`config.mk`:
```
export PLATFORM = sky130hd
export DESIGN_NAME = alu_issue_stage_flat
export DESIGN_NICKNAME = d
export VERILOG_FILES = /design/src/rtl/alu_issue_stage_if.sv /design/src/rtl/alu_issue_stage.sv /design/src/flat_wrapper.sv
export SDC_FILE = /design/constraint.sdc
export NUM_CORES = 1
export LEC_CHECK = 0
export BUFFER_PORTS_ARGS = -buffer_cell sky130_fd_sc_hd__buf_2
export CAP_MARGIN = 40
export CORE_ASPECT_RATIO = 2
export CORE_MARGIN = 8
export CORE_UTILIZATION = 35
export CTS_CLUSTER_SIZE = 12
export DETAILED_ROUTE_END_ITERATION = 8
export PLACE_DENSITY = 0.85
export SYNTH_ARGS = -nofsm -noshare
export SYNTH_HDL_FRONTEND = slang
export SYNTH_SLANG_ARGS = --single-unit
```
`constraint.sdc`:
```
create_clock -name clk -period 1.1 [get_ports clk]
set_input_delay 0.11 -clock clk [delete_from_list [all_inputs] [get_ports clk]]
set_output_delay 0.11 -clock clk [all_outputs]
set_load 0.01 [all_outputs]
```
`src/rtl/alu_issue_stage_if.sv`:
```
// Handshake and operand bus between the decode side, the writeback port and the ALU.
// master = environment driving decoded instructions; slave = alu_issue_stage.
interface alu_issue_stage_if #(
  parameter int XLEN   = 32,
  parameter int REG_AW = 5
);
  logic              flush;
  logic              in_valid;
  logic              in_ready;
  logic              is_imm;
  logic [2:0]        funct3;
  logic              funct7_b5;
  logic [REG_AW-1:0] rs1_addr;
  logic [REG_AW-1:0] rs2_addr;
  logic [REG_AW-1:0] rd_addr;
  logic [XLEN-1:0]   rs1_rdata;
  logic [XLEN-1:0]   rs2_rdata;
  logic [XLEN-1:0]   imm;
  logic              wb_en;
  logic [REG_AW-1:0] wb_rd;
  logic [XLEN-1:0]   wb_data;
  logic              out_valid;
  logic              out_ready;
  logic [XLEN-1:0]   rs_data;
  logic [XLEN-1:0]   imme_rs;
  logic [3:0]        opcode;
  logic [REG_AW-1:0] rd_out;

  modport master (
    output flush, in_valid, is_imm, funct3, funct7_b5,
           rs1_addr, rs2_addr, rd_addr, rs1_rdata, rs2_rdata, imm,
           wb_en, wb_rd, wb_data, out_ready,
    input  in_ready, out_valid, rs_data, imme_rs, opcode, rd_out
  );

  modport slave (
    input  flush, in_valid, is_imm, funct3, funct7_b5,
           rs1_addr, rs2_addr, rd_addr, rs1_rdata, rs2_rdata, imm,
           wb_en, wb_rd, wb_data, out_ready,
    output in_ready, out_valid, rs_data, imme_rs, opcode, rd_out
  );
endinterface

```
`src/rtl/alu_issue_stage.sv`:
```
// Single-slot issue register in front of the integer ALU: builds operands and opcode.
// Define ALU_ISSUE_FWD_EN to enable writeback forwarding at capture and while stalled.
module alu_issue_stage #(
  parameter int XLEN   = 32,
  parameter int REG_AW = 5
) (
  input  logic              clk,
  input  logic              rst,
  alu_issue_stage_if.slave  bus
);

  logic              r_valid;
  logic [XLEN-1:0]   r_rs_data;
  logic [XLEN-1:0]   r_imme_rs;
  logic [3:0]        r_opcode;
  logic [REG_AW-1:0] r_rd;

  logic              w_in_ready;
  logic              w_capture;
  logic              w_opc_b3;
  logic [XLEN-1:0]   w_op_a;
  logic [XLEN-1:0]   w_rs2_val;
  logic [XLEN-1:0]   w_op_b;

  assign w_in_ready = !r_valid || bus.out_ready;
  assign w_capture  = bus.in_valid && w_in_ready;

  // Bit 30 only selects SUB (OP add slot) or arithmetic right shift.
  assign w_opc_b3 = bus.funct7_b5 &&
                    ((bus.funct3 == 3'b101) || ((bus.funct3 == 3'b000) && !bus.is_imm));

`ifdef ALU_ISSUE_FWD_EN
  logic [REG_AW-1:0] r_rs1_addr;
  logic [REG_AW-1:0] r_rs2_addr;
  logic              r_is_imm;
  logic              w_fwd_rs1;
  logic              w_fwd_rs2;
  logic              w_hold;
  logic              w_hold_a;
  logic              w_hold_b;

  assign w_fwd_rs1 = bus.wb_en && (bus.wb_rd == bus.rs1_addr) && (bus.rs1_addr != '0);
  assign w_fwd_rs2 = bus.wb_en && (bus.wb_rd == bus.rs2_addr) && (bus.rs2_addr != '0);
  assign w_op_a    = w_fwd_rs1 ? bus.wb_data : bus.rs1_rdata;
  assign w_rs2_val = w_fwd_rs2 ? bus.wb_data : bus.rs2_rdata;

  // A stalled entry keeps tracking late writebacks to its sources.
  assign w_hold   = r_valid && !bus.out_ready;
  assign w_hold_a = w_hold && bus.wb_en && (bus.wb_rd != '0) && (bus.wb_rd == r_rs1_addr);
  assign w_hold_b = w_hold && bus.wb_en && (bus.wb_rd != '0) && !r_is_imm &&
                    (bus.wb_rd == r_rs2_addr);
`else
  assign w_op_a    = bus.rs1_rdata;
  assign w_rs2_val = bus.rs2_rdata;
`endif

  assign w_op_b = bus.is_imm ? bus.imm : w_rs2_val;

  always_ff @(posedge clk) begin
    if (rst) begin
      r_valid   <= 1'b0;
      r_rs_data <= '0;
      r_imme_rs <= '0;
      r_opcode  <= '0;
      r_rd      <= '0;
`ifdef ALU_ISSUE_FWD_EN
      r_rs1_addr <= '0;
      r_rs2_addr <= '0;
      r_is_imm   <= 1'b0;
`endif
    end else if (bus.flush) begin
      r_valid <= 1'b0;
    end else if (w_capture) begin
      r_valid   <= 1'b1;
      r_rs_data <= w_op_a;
      r_imme_rs <= w_op_b;
      r_opcode  <= {w_opc_b3, bus.funct3};
      r_rd      <= bus.rd_addr;
`ifdef ALU_ISSUE_FWD_EN
      r_rs1_addr <= bus.rs1_addr;
      r_rs2_addr <= bus.rs2_addr;
      r_is_imm   <= bus.is_imm;
`endif
    end else begin
      r_valid <= r_valid && !bus.out_ready;
`ifdef ALU_ISSUE_FWD_EN
      if (w_hold_a) r_rs_data <= bus.wb_data;
      if (w_hold_b) r_imme_rs <= bus.wb_data;
`endif
    end
  end

  assign bus.in_ready  = w_in_ready;
  assign bus.out_valid = r_valid;
  assign bus.rs_data   = r_rs_data;
  assign bus.imme_rs   = r_imme_rs;
  assign bus.opcode    = r_opcode;
  assign bus.rd_out    = r_rd;

endmodule

```
`src/flat_wrapper.sv`:
```
// flat-port wrapper written by rule: the top's interface ports become plain ports
module alu_issue_stage_flat 
#(
  parameter int XLEN   = 32,
  parameter int REG_AW = 5
)
  (clk, rst, bus_flush, bus_in_valid, bus_is_imm, bus_funct3, bus_funct7_b5, bus_rs1_addr, bus_rs2_addr, bus_rd_addr, bus_rs1_rdata, bus_rs2_rdata, bus_imm, bus_wb_en, bus_wb_rd, bus_wb_data, bus_out_ready, bus_in_ready, bus_out_valid, bus_rs_data, bus_imme_rs, bus_opcode, bus_rd_out);
  alu_issue_stage_if #(.XLEN(XLEN), .REG_AW(REG_AW)) bus_i ();
  input  logic clk;
  input  logic rst;
  input wire logic [$bits(bus_i.flush)-1:0] bus_flush;
  input wire logic [$bits(bus_i.in_valid)-1:0] bus_in_valid;
  input wire logic [$bits(bus_i.is_imm)-1:0] bus_is_imm;
  input wire logic [$bits(bus_i.funct3)-1:0] bus_funct3;
  input wire logic [$bits(bus_i.funct7_b5)-1:0] bus_funct7_b5;
  input wire logic [$bits(bus_i.rs1_addr)-1:0] bus_rs1_addr;
  input wire logic [$bits(bus_i.rs2_addr)-1:0] bus_rs2_addr;
  input wire logic [$bits(bus_i.rd_addr)-1:0] bus_rd_addr;
  input wire logic [$bits(bus_i.rs1_rdata)-1:0] bus_rs1_rdata;
  input wire logic [$bits(bus_i.rs2_rdata)-1:0] bus_rs2_rdata;
  input wire logic [$bits(bus_i.imm)-1:0] bus_imm;
  input wire logic [$bits(bus_i.wb_en)-1:0] bus_wb_en;
  input wire logic [$bits(bus_i.wb_rd)-1:0] bus_wb_rd;
  input wire logic [$bits(bus_i.wb_data)-1:0] bus_wb_data;
  input wire logic [$bits(bus_i.out_ready)-1:0] bus_out_ready;
  output wire logic [$bits(bus_i.in_ready)-1:0] bus_in_ready;
  output wire logic [$bits(bus_i.out_valid)-1:0] bus_out_valid;
  output wire logic [$bits(bus_i.rs_data)-1:0] bus_rs_data;
  output wire logic [$bits(bus_i.imme_rs)-1:0] bus_imme_rs;
  output wire logic [$bits(bus_i.opcode)-1:0] bus_opcode;
  output wire logic [$bits(bus_i.rd_out)-1:0] bus_rd_out;
  assign bus_i.flush = bus_flush;
  assign bus_i.in_valid = bus_in_valid;
  assign bus_i.is_imm = bus_is_imm;
  assign bus_i.funct3 = bus_funct3;
  assign bus_i.funct7_b5 = bus_funct7_b5;
  assign bus_i.rs1_addr = bus_rs1_addr;
  assign bus_i.rs2_addr = bus_rs2_addr;
  assign bus_i.rd_addr = bus_rd_addr;
  assign bus_i.rs1_rdata = bus_rs1_rdata;
  assign bus_i.rs2_rdata = bus_rs2_rdata;
  assign bus_i.imm = bus_imm;
  assign bus_i.wb_en = bus_wb_en;
  assign bus_i.wb_rd = bus_wb_rd;
  assign bus_i.wb_data = bus_wb_data;
  assign bus_i.out_ready = bus_out_ready;
  assign bus_in_ready = bus_i.in_ready;
  assign bus_out_valid = bus_i.out_valid;
  assign bus_rs_data = bus_i.rs_data;
  assign bus_imme_rs = bus_i.imme_rs;
  assign bus_opcode = bus_i.opcode;
  assign bus_rd_out = bus_i.rd_out;
  alu_issue_stage #(.XLEN(XLEN), .REG_AW(REG_AW)) u_core (.clk(clk), .rst(rst), .bus(bus_i));
endmodule
```
==> results.txt, run 1 <==
* Most common cell after layout, fill and taps aside: sky130_fd_sc_hd__buf_2
* Cell at the root of the clock tree: sky130_fd_sc_hd__clkbuf_16
* Worst min-delay path category: in2reg
- During synthesis, Yosys emitted a total of 0 warnings.
- Total clock sinks: 74
- In the final layout, the multi-input gates occupy about 0.0021 mm^2.
- Detailed Route Iter0 Violations: 112
* Final period utilization: 1.20
* Worst-margin pin slew: ~0.4 ns
* Worst setup skew after layout: 0.00532 ns
* Post-synthesis sequential element count: 74
- The H-tree was split into 3 levels.
- Via count of the first global-routing pass: 3717
- Clock-pin slew was measured on the worst setup and hold paths at ~0.060 ns.
- The number of antenna diodes in the final layout is 0.
- The final-report max-slew violation count came to 0.
* Average cell area after synthesis: 9.29 um^2
- For this run, the register share of the synthesized area comes to 0.466.
* Max_slew headroom: 0.741
- Setup ws final: -0.223 ns
- The count of final hold-check violations was 0.
- Entering global routing, the biggest net connects 40 pins.
- Count of port buffers added during placement: between 150 and 200
- Buffers inserted during clock tree synthesis total 9.
- In the final design database the tool counted approximately 700 nets.
- Final HPWL DP: around 8.3 mm
* Share of layout cells above drive strength 1: 0.654
- Die area: about 0.013 mm^2
- Total wirelength of the detailed-routed design: 13.2 mm
- The cell area that synthesis handed to floorplanning was approximately 0.0032 mm^2.
* Library cells used by synthesis: 22
* Outcome: finished, violations left
- Total of max-cap violations: 0
- Weighted congestion at the end of routability-driven global placement: 0.721
- Number of placement rows: between 40 and 50
* Wire length per cell after detailed routing: 20.4 um
* Count of filler cells inserted in the layout: ~670
- Synthesis handed over a netlist of ~340 instances.
- Die boundary height: approximately 150 um
* Mean number of vias per cell: approximately 5.4
* Flip-flop and latch area: 0.00148 mm^2
- For the finished layout, the period the worst path requires is between 1 and 1.5 ns.
- Dividing total power by cell area gives a power density of 1370 mW/mm^2.
* Highest-count cells in the layout ignoring fill and taps: sky130_fd_sc_hd__buf_2, sky130_fd_sc_hd__dfxtp_1, sky130_fd_sc_hd__a21oi_1
* Kind of start point of the critical path: flip-flop
* Antenna violations before repair: 0
* Die W: about 83 um
- Arr. time, crit path: roughly 1.5 ns
- Worst Path Required: 1.30 ns
- Synth-to-layout area growth: 79.1%
- Leak pwr: between 2 and 2.5 nW
* Highest fanout seen on the critical path: 5
- The total overflow left after global routing is 0.
- After detailed routing, the number of remaining DRC violations is 0.
- In the final timing run, aggregate negative setup slack is -6.60 ns.
- The setup path with the least slack is of type reg2reg.
* Router iterations before antenna repair: 4
- Clock network latency to the later pin of the worst-skew pair: about 0.32 ns
- CTS Buffer Depth: 2
- Post-Place Setup Slack: -0.146 ns
* Maximum clock rate: about 760 MHz
- The initial utilization of the core area, before any placement, comes to 0.357.
* Vias: roughly 3.5k
* Violations in the final reports: negative setup slack
- STA classifies the critical path endpoint as a flip-flop.
* Wire length of the first global-routing pass: approximately 18 mm
- Post-synth net total: about 500
* Antenna-violating nets left: 0
- Setup-violating endpoint count in the final report: 75
* Worst vdd ir: just over 1 mV
- Core region area: between 0.008 and 0.009 mm^2
* RSZ-0062 raised after global routing: yes
- around 230 I/O pins were placed.
- Across every metal layer, demand over resource in global routing totals 0.180.
* TritonCTS clock tree: yes
## stage by stage
step	instance area [um^2]	util	total power [W]	hold slack, ns	std cells
floorplan	3280	-	0.00357	0.182	342
global placement	4410	0.496	0.00405	0.324	609
detailed placement	4410	0.496	0.00411	0.341	609
CTS	5130	0.577	0.00765	0.0148	636
global route	5690	0.640	0.00808	0.0234	646
finish	5690	0.640	0.00778	0.0304	646
## cell type report
class,count,area share
Timing Repair Buffer,225,0.290
Sequential cell,74,0.260
Clock inverter,5,0.0176
Inverter,2,0.00176
Tap cell,102,0.0224
Multi-Input combinational cell,227,0.363
Clock buffer,11,0.0444
## path summary, 6_finish.rpt
path / start / to / slack [ns] / cells after the start
worst max register to register: u_core.bus.out_valid / u_core.bus.rs_data[20] / -0.22 / 6
worst min-delay path: bus_rs1_rdata[24] / u_core.bus.rs_data[24] / 0.03 / 3
worst max-delay path: u_core.bus.out_valid / u_core.bus.rs_data[20] / -0.22 / 6
worst min register to register: u_core.bus.rs_data[25] / u_core.bus.rs_data[25] / 0.45 / 2
## worst max-delay path, stage by stage (launching register included)
cell and delay [ns]:
sky130_fd_sc_hd__dfxtp_2 0.31, sky130_fd_sc_hd__nor2b_4 0.13, sky130_fd_sc_hd__buf_6 0.12, sky130_fd_sc_hd__buf_12 0.13, sky130_fd_sc_hd__clkbuf_16 0.16, sky130_fd_sc_hd__o21ai_0 0.23, sky130_fd_sc_hd__a21oi_1 0.11
## cell usage after synthesis
library cell / instances / area, um^2
sky130_fd_sc_hd__a211oi_1: 11 / 82.6
sky130_fd_sc_hd__a211oi_2: 21 / 263
sky130_fd_sc_hd__a21oi_1: 73 / 365
sky130_fd_sc_hd__buf_1: 1 / 3.75
sky130_fd_sc_hd__buf_2: 16 / 80.1
sky130_fd_sc_hd__buf_4: 5 / 37.5
sky130_fd_sc_hd__clkbuf_1: 15 / 56.3
sky130_fd_sc_hd__clkbuf_4: 2 / 15.0
sky130_fd_sc_hd__dfxtp_1: 74 / 1480
sky130_fd_sc_hd__inv_1: 1 / 3.75
sky130_fd_sc_hd__inv_2: 1 / 3.75
sky130_fd_sc_hd__mux2i_1: 32 / 320
sky130_fd_sc_hd__nand2b_1: 1 / 6.26
sky130_fd_sc_hd__nand3_1: 40 / 200
sky130_fd_sc_hd__nand4_1: 1 / 6.26
sky130_fd_sc_hd__nor2_1: 2 / 7.51
sky130_fd_sc_hd__nor2_2: 1 / 6.26
sky130_fd_sc_hd__nor2b_1: 1 / 6.26
sky130_fd_sc_hd__nor2b_4: 1 / 13.8
sky130_fd_sc_hd__nor3_1: 2 / 10.0
sky130_fd_sc_hd__o21ai_0: 40 / 200
sky130_fd_sc_hd__o32ai_1: 1 / 8.76
## registers in the layout, indices dropped and copies added, names as in the netlist
register and count:
u_core.bus.rs_data 32, u_core.bus.imme_rs 32, u_core.bus.out_valid 1, u_core.bus.rd_out 5, u_core.bus.opcode 4
## what timing repair did
| item | in CTS | in global routing |
|---|---|---|
| gates resized for setup | 38 | 106 |
| endpoints found under the hold margin | 1 | 0 |
| hold buffers | 1 | 0 |
| setup buffers | 4 | 3 |
| setup endpoints to repair | 72 | 75 |
| gates cloned | 6 | 7 |
| pin swaps | 4 | 59 |
## routing by layer
metal  global-route usage  up-vias  part of all wire
met3               0.0612       27             0.066
met1                0.165     1688              0.35
met4               0.0841        0             0.027
li1                     -     1660                 -
met5                    0        -                 0
met2                0.342      141              0.56
## power breakdown
group | switching [W] | internal (W) | leakage (nW)
Clock | 0.00108 | 0.00233 | 0.176
Sequential | 0.000105 | 0.00284 | 0.607
Combinational | 0.000736 | 0.000696 | 1.69
Total | 0.00192 | 0.00586 | 2.47
## cell families (layout without fill, tap and decap cells)
kind of cell	count (synthesis)	after routing	synth area share
mux	32	32	0.101
buf+inv	41	243	0.0630
flops	74	74	0.466
compound gates	146	146	0.289
simple gates	49	49	0.0807
Note: power is estimated with default switching activity, not from simulation.
==> inputs of run 2 (changes only) <==
--- a/config.mk
+++ b/config.mk
@@ -10,8 +10,8 @@
 export CORE_ASPECT_RATIO = 2
 export CORE_MARGIN = 8
 export CORE_UTILIZATION = 35
-export CTS_CLUSTER_SIZE = 12
 export DETAILED_ROUTE_END_ITERATION = 8
+export HOLD_SLACK_MARGIN = 0.03
 export PLACE_DENSITY = 0.85
 export SYNTH_ARGS = -nofsm -noshare
 export SYNTH_HDL_FRONTEND = slang
==> constraint.sdc (replaced) <==
create_clock -name clk -period 1.1 [get_ports clk]
set_input_delay 0.055 -clock clk [delete_from_list [all_inputs] [get_ports clk]]
set_output_delay 0.055 -clock clk [all_outputs]
set_load 0.01 [all_outputs]
==> run 2 against run 1 <==
Net effect:
- the run still ends with negative setup slack left
- clock skew is essentially flat
- clock power fell by 13%
- worst setup slack improved by 0.10 ns
- critical path type unchanged
- largest cell class is now buffers
==> results.txt, run 2 (synthesized netlist as in run 1, its figures left out) <==
- # IOs: between 200 and 250
* Final hold violation count: 0
- Worst vdd ir: ~1.1 mV
- The final reports fail on negative setup slack.
- Router iterations before antenna repair: 5
* Number of placement rows: 49
- The most critical setup path has its startpoint at u_core.bus.out_valid.
- The final layout contains routed wiring with a total length of 13.5 mm.
- Setup violations remaining at the end of the flow were counted as a little over 70.
- Worst-margin pin slew: 0.346 ns
- The count of nets left with antenna violations once routing finished came out at 0.
* TritonCTS clock tree: yes
- Critical Path End: u_core.bus.rs_data[13]
* Launch point of the worst hold path: bus_in_valid
- Wire length of the first global-routing pass: 19.4 mm
- Total Routing Usage GR: 0.188
* Core region area: between 0.008 and 0.009 mm^2
* Antenna violations before repair: 1
* Wire length per cell after detailed routing: 19.8 um
- Total of max-cap violations: 0
* Mean number of vias per cell: 5.43
- The worst register-to-register path begins at u_core.bus.out_valid.
- Via count of the first global-routing pass: 3947
- The tree is rooted in a sky130_fd_sc_hd__clkbuf_16.
- In this run the critical register-to-register path is captured at u_core.bus.rs_data[13].
- STA classifies the critical path startpoint as a flip-flop.
- During placement, the flow inserted port buffers numbering between 150 and 200.
* Final HPWL DP: 8.24 mm
- The later pin in the worst-skew pair is clocked with a latency of about 0.32 ns.
- Clock skew on the completed layout was measured at a little over 0.005 ns.
- Outcome: finished, violations left
- The library cell used most frequently in the layout, excluding fill and tap cells, is sky130_fd_sc_hd__buf_2.
- The tightest min-delay check is of the in2reg type.
* Die boundary height: roughly 150 um
* Critical setup path kind: reg2reg
- At the worst endpoint, the required time is 1.30 ns.
- Initial core utilization: 0.357
- For the worst flop-to-flop path, the logic depth is 6.
- Counting every sink on the clock net gives between 70 and 80.
* Die W: approximately 83 um
* Synth-to-layout area growth: 78.0%
- The library cells used most frequently in the layout, excluding fill and tap cells, are sky130_fd_sc_hd__buf_2, sky130_fd_sc_hd__dfxtp_1, sky130_fd_sc_hd__a21oi_1, sky130_fd_sc_hd__dlygate4sd3_1, sky130_fd_sc_hd__o21ai_0.
- TritonCTS created 9 clock buffers.
- In this run the tightest slew margin relative to its limit is 0.770.
- Based on the critical path, the design can be clocked at up to 819 MHz.
- Final min period: 1.22 ns
- Pin count of the biggest net entering global routing: 40
* Post-layout nets: approximately 730
- Worst hold margin: about 0.050 ns
- Remaining global-route overflow: 0
- Clk pin slew, worst setup/hold paths: approximately 0.060 ns
- Vias: 3705
* Number of slew-limit violations in the final report: 0
- STA classifies the critical path endpoint as a flip-flop.
- In this run the static leakage power is 2.52 nW.
* Setup ws final: -0.121 ns
* Remaining routing DRC violations: 0
* Worst reg-to-reg setup slack: -0.12 ns
- RSZ-0062 raised after global routing: yes
- In the final layout, the share of cells above drive strength 1 is 0.525.
- Die area: approximately 0.013 mm^2
- Power density over cell area: 1300 mW/mm^2
- The detailed router finished its first iteration with 180 violations.
- In the finished design, the share of the clock period the worst path needs comes to 1.11.
- Weighted congestion at the end of routability-driven global placement: 0.747
- Overall Power: 0.00735 W
- CTS Buffer Depth: 2
- Highest fanout seen on the critical path: 6
- Arr. time, crit path: approximately 1.4 ns
- Deepest level of the CTS H-tree: 3
## run 2: cell types whose count changed in the layout (fill, tap and decap cells not counted), moves of 5 or more
cell                            previous run  this run
sky130_fd_sc_hd__a21oi_1                  33        42
sky130_fd_sc_hd__a21oi_2                  27        14
sky130_fd_sc_hd__o21ai_2                  16         0
sky130_fd_sc_hd__dlygate4sd3_1             1        42
sky130_fd_sc_hd__nand3_2                  17         7
sky130_fd_sc_hd__nand3_1                  17        33
sky130_fd_sc_hd__o21ai_0                   5        35
sky130_fd_sc_hd__o21ai_4                   5         0
sky130_fd_sc_hd__nand3_4                   6         0
sky130_fd_sc_hd__o21ai_1                  14         5
## run 2: layout make-up
class                           instances  area [um^2]
Clock buffer                           13          270
Fill cell                             692         3230
Tap cell                              102          128
Inverter                                2         10.0
Clock inverter                          2         35.0
Antenna cell                            1         2.50
Timing Repair Buffer                  261         1900
Multi-Input combinational cell        227         1830
Sequential cell                        74         1480
## run 2: power breakdown
group / switching (W) / leakage [nW] / internal, W
logic: 0.000710 / 1.76 / 0.000739
clock network: 0.00104 / 0.152 / 0.00193
registers: 0.000104 / 0.607 / 0.00284
total: 0.00185 / 2.52 / 0.00550
## run 2: through the flow
stage	instances	instance area (um^2)	setup TNS [ns]	utilization	setup WS (ns)
after floorplan	342	3280	-3.06	-	-0.0644
after global placement	610	4420	-0.621	0.497	-0.0303
after detailed placement	610	4420	-2.34	0.497	-0.105
after CTS	675	5380	-5.01	0.605	-0.121
after global routing	682	5660	-8.78	0.636	-0.158
final	682	5660	-5.72	0.636	-0.121
## run 2: how the worst min path moves through the flow
stage / end / depth (start not counted) / slack [ns]
2_1_floorplan: u_core.bus.out_valid / 1 / 0.13
3_3_place_gp: u_core.bus.out_valid / 2 / 0.27
3_5_place_dp: u_core.bus.out_valid / 2 / 0.28
4_1_cts: u_core.bus.out_valid / 3 / 0.04
5_1_grt: u_core.bus.out_valid / 3 / 0.07
6_report: u_core.bus.out_valid / 3 / 0.05
## run 2: what timing repair did
| item | CTS | global route |
|---|---|---|
| gates resized for setup | 28 | 29 |
| setup buffers | 6 | 0 |
| endpoints found under the setup margin | 63 | 74 |
| pin swaps | 1 | 4 |
| hold buffers | 42 | 0 |
| hold endpoints to repair | 42 | 0 |
| gates cloned | 2 | 6 |
## run 2: worst max-delay path: stages, from the launching register on
cell and delay (ns):
sky130_fd_sc_hd__dfxtp_2 0.32, sky130_fd_sc_hd__nor2b_4 0.20, sky130_fd_sc_hd__inv_4 0.07, sky130_fd_sc_hd__buf_4 0.17
sky130_fd_sc_hd__clkbuf_16 0.16, sky130_fd_sc_hd__nand3_1 0.10, sky130_fd_sc_hd__a21oi_1 0.07
## run 2: per-layer routing
layer,up-vias,global-route usage,share of wire
li1,1728,-,-
met1,1726,0.183,0.34
met2,200,0.329,0.53
met3,51,0.0693,0.082
met4,0,0.113,0.047
met5,-,0,0
